==> src/rtl/shift_ctrl.sv <==
// shift_ctrl: load-then-shift sequencer for a WIDTH-bit shifter chain.
// Captures a parallel value, strobes it into the chain for one cycle, then
// issues WIDTH shift pulses spaced (rate+1) cycles apart and pulses done.
// Every output is driven straight from a flop; output flops are loaded from
// the next-state values so each output lines up with its own state cycle.
module shift_ctrl #(
  parameter int WIDTH = 8,
  parameter int CNT_W = 4
) (
  input  logic             clk,
  input  logic             reset_n,
  input  logic             start,
  input  logic [WIDTH-1:0] data_in,
  input  logic [CNT_W-1:0] rate,
  input  logic             fill,
  output logic [WIDTH-1:0] load_val,
  output logic             load_n,
  output logic             shift,
  output logic             shift_in,
  output logic             busy,
  output logic             done,
  output logic [CNT_W-1:0] bit_cnt
);

  typedef enum logic [1:0] {
    S_IDLE  = 2'd0,
    S_LOAD  = 2'd1,
    S_SHIFT = 2'd2,
    S_DONE  = 2'd3
  } state_t;

  localparam logic [CNT_W-1:0] C_ZERO = {CNT_W{1'b0}};
  localparam logic [CNT_W-1:0] C_ONE  = CNT_W'(1);
  localparam logic [CNT_W-1:0] C_LAST = CNT_W'(WIDTH);

  state_t           r_state;
  state_t           w_state_nxt;
  logic [CNT_W-1:0] r_period;
  logic [CNT_W-1:0] w_period_nxt;
  logic [CNT_W-1:0] r_cnt;
  logic [CNT_W-1:0] w_cnt_nxt;
  logic [CNT_W-1:0] r_bits;
  logic [CNT_W-1:0] w_bits_nxt;
  logic [WIDTH-1:0] r_load_val;
  logic [WIDTH-1:0] w_load_val_nxt;

  logic r_load_n;
  logic r_shift;
  logic r_shift_in;
  logic r_busy;
  logic r_done;
  logic w_load_n_nxt;
  logic w_shift_nxt;
  logic w_busy_nxt;
  logic w_done_nxt;

  // State, captured operands and counters
  always_ff @(posedge clk or negedge reset_n) begin
    if (!reset_n) begin
      r_state    <= S_IDLE;
      r_period   <= C_ZERO;
      r_cnt      <= C_ZERO;
      r_bits     <= C_ZERO;
      r_load_val <= {WIDTH{1'b0}};
    end else begin
      r_state    <= w_state_nxt;
      r_period   <= w_period_nxt;
      r_cnt      <= w_cnt_nxt;
      r_bits     <= w_bits_nxt;
      r_load_val <= w_load_val_nxt;
    end
  end

  // Next-state and counter sequencing; operands are frozen once accepted
  always_comb begin
    w_state_nxt    = r_state;
    w_period_nxt   = r_period;
    w_cnt_nxt      = r_cnt;
    w_bits_nxt     = r_bits;
    w_load_val_nxt = r_load_val;
    case (r_state)
      S_IDLE: begin
        if (start) begin
          w_state_nxt    = S_LOAD;
          w_period_nxt   = rate;
          w_load_val_nxt = data_in;
          w_bits_nxt     = C_ZERO;
        end else begin
          w_state_nxt = S_IDLE;
        end
      end
      S_LOAD: begin
        w_state_nxt = S_SHIFT;
        w_cnt_nxt   = r_period;
      end
      S_SHIFT: begin
        if (r_cnt == C_ZERO) begin
          // This cycle carries a shift pulse: reload spacing, count the bit
          w_cnt_nxt = r_period;
          if (r_bits != C_LAST) begin
            w_bits_nxt = r_bits + C_ONE;
          end else begin
            w_bits_nxt = r_bits;
          end
          if (w_bits_nxt == C_LAST) begin
            w_state_nxt = S_DONE;
          end else begin
            w_state_nxt = S_SHIFT;
          end
        end else begin
          w_cnt_nxt   = r_cnt - C_ONE;
          w_state_nxt = S_SHIFT;
        end
      end
      S_DONE: begin
        w_state_nxt = S_IDLE;
      end
      default: begin
        w_state_nxt = S_IDLE;
      end
    endcase
  end

  // Output decode from the upcoming state so registered outputs align with it
  always_comb begin
    w_load_n_nxt = 1'b1;
    w_shift_nxt  = 1'b0;
    w_busy_nxt   = 1'b0;
    w_done_nxt   = 1'b0;
    case (w_state_nxt)
      S_IDLE: begin
        w_load_n_nxt = 1'b1;
      end
      S_LOAD: begin
        w_load_n_nxt = 1'b0;
        w_busy_nxt   = 1'b1;
      end
      S_SHIFT: begin
        w_busy_nxt  = 1'b1;
        w_shift_nxt = (w_cnt_nxt == C_ZERO);
      end
      S_DONE: begin
        w_done_nxt = 1'b1;
      end
      default: begin
        w_load_n_nxt = 1'b1;
      end
    endcase
  end

  // Output flops, including the one-cycle retime of the serial fill bit
  always_ff @(posedge clk or negedge reset_n) begin
    if (!reset_n) begin
      r_load_n   <= 1'b1;
      r_shift    <= 1'b0;
      r_shift_in <= 1'b0;
      r_busy     <= 1'b0;
      r_done     <= 1'b0;
    end else begin
      r_load_n   <= w_load_n_nxt;
      r_shift    <= w_shift_nxt;
      r_shift_in <= fill;
      r_busy     <= w_busy_nxt;
      r_done     <= w_done_nxt;
    end
  end

  assign load_val = r_load_val;
  assign load_n   = r_load_n;
  assign shift    = r_shift;
  assign shift_in = r_shift_in;
  assign busy     = r_busy;
  assign done     = r_done;
  assign bit_cnt  = r_bits;

endmodule

==> config.mk <==
export PLATFORM = sky130hd
export DESIGN_NAME = shift_ctrl
export DESIGN_NICKNAME = d
export VERILOG_FILES = /design/src/rtl/shift_ctrl.sv
export SDC_FILE = /design/constraint.sdc
export NUM_CORES = 1
export LEC_CHECK = 0
export ABC_AREA = 0
export BUFFER_PORTS_ARGS = -buffer_cell sky130_fd_sc_hd__buf_4
export CAP_MARGIN = 25
export CORE_AREA = 2 2 53 55
export CTS_CLUSTER_DIAMETER = 150
export CTS_CLUSTER_SIZE = 8
export DETAILED_ROUTE_END_ITERATION = 6
export DIE_AREA = 0 0 55 57
export MAX_ROUTING_LAYER = met4
export PLACE_DENSITY = 0.88
export SYNTH_ARGS = -nofsm -noshare
export SYNTH_HDL_FRONTEND = slang
export SYNTH_SLANG_ARGS = --single-unit
==> constraint.sdc <==
create_clock -name clk -period 3.7 [get_ports clk]
set_clock_uncertainty 0.15 [all_clocks]
set_input_delay 0.555 -clock clk [delete_from_list [all_inputs] [get_ports clk]]
set_output_delay 0.555 -clock clk [all_outputs]
set_load 0.05 [all_outputs]
; After elaboration in Yosys (flattened, before gate mapping)
; Cells that the tools add are included.
[word_totals]
elab_cells = 45
regBits = 27
[op_classes]
eq_ne = 10
reduce_logical = 7
n_mux = 16
addsub = 2
[ops]
columns = operator, count
row1 = $mux 4, 6
row2 = $pmux 4 s2, 2
row3 = $eq 2x2->1 const B, 4
row4 = $logic_not 4->1, 2
row5 = $pmux 2 s4, 1
row6 = $mux 1, 6
row7 = $add 4x1->4 const B, 1
row8 = $eq 2x1->1 const B, 2
row9 = $eq 4x4->1 const B, 1
row10 = $ne 2x2->1 const B, 2
row11 = $ne 4x4->1 const B, 1
row12 = $sub 4x1->4 const B, 1
row13 = $reduce_and 3->1, 1
row14 = $logic_not 2->1, 1
row15 = $mux 2, 1
row16 = $reduce_and 2->1, 1
row17 = $reduce_bool 2->1, 1
row18 = $reduce_or 2->1, 1

; Longest topological paths before layout
[depth]
ltp_word = 11
mapped_depth = 9
depth_no_buf = 9

; Worst setup path after synthesis
; No wires, ideal clock.
[synth_timing]
kind = register to register
start = register r_bits[0] (netlist: bit_cnt[0])
end = register r_busy (netlist: busy)
arrival_time_ns = 1.914
required_ns = 3.437
path_stages_with_launch = 9
setup_slack_ns = 1.523
setup_ns = 0.113
cell_sequence = dfrtp_1 inv_1 ha_1 nor2b_1 o21ai_1 nand2_1 a32o_1 ha_1 inv_1
[synth_via]
elab_chain_len = 11
[synth_rtl]
columns = item, line_no
row1 = "start, declared", 42  ; logic [CNT_W-1:0] r_bits;
row2 = "start signal, assigned", 69  ; r_bits <= w_bits_nxt;
row3 = $add 4x1->4 / $ne 4x4->1 (equally long branches), "101, 100"
row4 = $mux 4 *, 100  ; if (r_bits != C_LAST) begin
row5 = $mux 4 *, 97  ; if (r_cnt == C_ZERO) begin
row6 = $mux 4 *, 81  ; case (r_state)
row7 = $eq 4x4->1 *, 105  ; if (w_bits_nxt == C_LAST) begin
row8 = $mux 1 *, 105
row9 = $mux 2 *, 97
row10 = $pmux 2 s4 *, 81
row11 = net w_state_nxt[0], 37  ; state_t w_state_nxt;
row12 = $eq 2x2->1 / $eq 2x1->1 (equally long branches), 130  ; case (w_state_nxt)
row13 = $reduce_or 2->1 (no line) *, n/a
row14 = $mux 1 *, 130
row15 = net w_busy_nxt, 54  ; logic w_busy_nxt;
row16 = "end signal, assigned", 163  ; r_busy <= w_busy_nxt;
row17 = "end, declared", 50  ; logic r_busy;
; Mark *: on every way through the listed nets, which the timed path passes. The rest lies on a longest branch. The select of a mux whose other input is x is not followed.
; A chain may end at the register's enable or synchronous reset.

; Worst setup path in the final report
[layout_timing]
start = register r_cnt[0]
end = register r_shift (netlist: shift)
[layout_via]
elab_chain_len = 5
[layout_rtl]
columns = item, line_no
row1 = "start, declared", 40  ; logic [CNT_W-1:0] r_cnt;
row2 = "start signal, assigned", 68  ; r_cnt <= w_cnt_nxt;
row3 = $sub 4x1->4 / $logic_not 4->1 (equally long branches), "111, 97"
row4 = $mux 4 / $mux 2 (equally long branches), 97
row5 = $pmux 4 s2 / $pmux 2 s4 (equally long branches), 81
row6 = $logic_not 4->1 / $eq 2x2->1 (equally long branches), "140, 130"
row7 = $mux 1 *, 130
row8 = net w_shift_nxt, 53  ; logic w_shift_nxt;
row9 = "end signal, assigned", 161  ; r_shift <= w_shift_nxt;
row10 = "end, declared", 48  ; logic r_shift;
; Mark *: on every way through the listed nets, which the timed path passes. The rest lies on a longest branch.

==> impl_metrics.toml <==
[clocking]
ctsHoldBuffers = 1
path_clk_slew_ns = 0.14
cts-buffers-inserted = 3
ctsLongestPathBuffers = 2
worstSkewPairLatency_ns = 0.32
cts_tree = "yes"
cts_setup_buffers = 0
ctsRootBufferMaster = "clkbuf_4"
h-tree-depth = 1
post_cts_resized = 0
cts.sinks = 27

[global_route]
grt_pass1_vias = 948
grt_overflow_total = 0
antenna_found_initial = 0
grt_max_degree = 28
grt_usage_pct = 18.2
grt_pass1_wl_um = 4140

[power_and_ir_drop]
powerDensity_nw_per_um2 = 956
p_leak_uw = 0.000791
fin_total_pwr_uw = 1580
vdd_drop_max_mv = 0.708

[final_layout]
stdcell_area_um2 = 1650
layout-drive-gt1-share_pct = 34.0
insertedDiodeCount = 0
nets = 180
area_growth_pct = 22.7

[logic_synthesis]
netlist_top_cells_count = "dfrtp_1 (26), inv_1 (14), mux2_2 (12)"
synth_most_common_cell = "dfrtp_1"
synthCells = 119
synth_top_area_cell = "dfrtp_1"
seq_area_frac_synth_pct = 50.2
synth_fp_nets = 145
ys_ff_latch = 27
ys.flop_type = "dfrtp_1"
yosys_warnings = 0
ys_types = 38
synth_area_um2 = 1350
synth_edf_count = 0
async_flop_share_pct = 100
synth.area.top_cells = "dfrtp_1 (48%), mux2_2 (10%), ha_1 (9.3%)"
synth_area_per_cell_um2 = 11.3
synth_top_area_share_pct = 48.3

[worst_setup_path]
crit_top_cell = "ha_1"
crit_slowest_cell = "dfrtp_1"
startpoint_type = "flop"
slowest_delay_ns = 0.45
cp-startpoint = "r_cnt[0]"
critPathTopFamily = "simple AND/OR/NAND/NOR gates"
crit_path_end_kind = "flop"
path_class = "flop to flop"
crit_chain = "inv_1, ha_1, or3b_4, nor3_1, a32oi_1, ha_1, o2111ai_1, nor4_1"
crit_required_ns = 3.75
arrival_ns = 2.23
crit_buf_inv = 1
r2r-start = "r_cnt[0]"
crit_fanout = 5

[status]
status = "complete, no violations"

[timing]
hold-worst-slack_ns = 0.179
maxSlewHeadroom_pct = 64.0
fin_crit_sh_pct = 59.0
period_needed_ns = 2.18
rsz0062_at_grt = "false"
worst_pin_slew_ns = 0.538
finalSetupViolCount = 0
max_freq_ghz = 0.458
hold_viol = 0
drv_slew = 0
setup_tns_ns = 0

[drt]
vias = 976
via_per_inst = 5.30
drc_errors = 0
dr.pass1.iters = 4
totalWireLength_um = 2430
dr.first_iter.drc_count = 24
ant_nets = 0
wl_per_cell_um = 13.2

[place]
postPlaceCellArea_um2 = 1610
gp_congestion = 0.778
dpl.hpwl_um = 1930
io_buffers = 32

[die]
initial_utilization_pct = 51.5
dieArea_um2 = 3140
die_w_um = 55
die_y_um = 57
placementRows = 19
pin_count = 33
core_um2 = 2620

[min_path]
hp-class = "primary input to flop"
min-delay-start = "fill"

[job]
maxCapViolations = 0
-- worst paths after layout --
path / to / depth (start not counted) / slack (ns)
hold reg to reg: load_val[5] / 1 / 0.37
hold / removal: shift_in / 1 / 0.18
max in group asynchronous: load_n / 2 / 2.59
setup reg to reg: shift / 8 / 1.52
setup / recovery: shift / 8 / 1.52
min in group asynchronous: load_val[4] / 2 / 0.51
-- registers in the layout (all words and copies together) (netlist names) --
name      cells
shift_in      1
busy          1
shift         1
load_n        1
load_val      8
r_cnt         4
bit_cnt       4
r_state       2
r_period      4
done          1
-- power by group --
| group | switching [uW] | total, uW | internal, uW |
|---|---|---|---|
| logic | 590 | 944 | 354 |
| registers | 87.1 | 511 | 424 |
| clock network | 83.9 | 125 | 41.2 |
| total | 761 | 1580 | 820 |
-- metrics by stage --
stage | std cells | worst slack [ns] | utilization (%)
finish | 184 | 1.52 | 63.3
global route | 184 | 1.35 | 63.3
CTS | 184 | 1.53 | 63.3
detailed placement | 179 | 1.56 | 61.7
global placement | 179 | 1.63 | 61.7
floorplan | 119 | 1.52 | -
-- worst reg2reg max path, delay by kind of cell, from the launching register on --
kind,cells,cell delay (ns)
compound gates,2,0.23
fa+ha+maj,2,0.38
buf+inv,1,0.11
flops,1,0.45
simple gates,3,0.75
-- cell type report --
cell class	count	area, um^2
Timing Repair Buffer	33	250
Multi-Input combinational cell	75	606
Sequential cell	27	677
Clock inverter	1	7.51
Clock buffer	3	22.5
Inverter	14	52.6
Tap cell	31	38.8
Fill cell	208	961
-- per-layer routing --
layer	up-vias	global-route usage [%]	wire length, um
li1	483	-	-
met1	466	24.1	1060
met2	23	29.1	1260
met3	4	2.62	93
met4	0	5.23	25
met5	-	-	0
-- kinds of logic (layout without fill, tap and decap cells) --
| logic type | after synthesis | count (layout) | synth area share, % |
|---|---|---|---|
| AO/OA/AOI/OAI | 27 | 27 | 14.9 |
| flip-flops | 27 | 27 | 50.2 |
| AND/OR/NAND/NOR | 26 | 26 | 10.7 |
| buffers and inverters | 17 | 51 | 4.83 |
| multiplexers | 12 | 12 | 10.0 |
| adder cells (fa/ha/maj) | 10 | 10 | 9.29 |
-- cell usage in the layout (no fill, tap or decap), types with 2 or more instances in the layout --
cell type and instances:
mux2_2 12, nor2_1 2, dfrtp_1 26, o21bai_1 2
inv_1 14, buf_4 32, o221ai_1 2, ha_1 10
nor3_1 2, clkbuf_4 3, o21ai_0 3, nand3_1 2
nand2b_1 2, o21ai_1 7, nand2_1 9, or2_1 2
(Power assumes the default switching activity.)
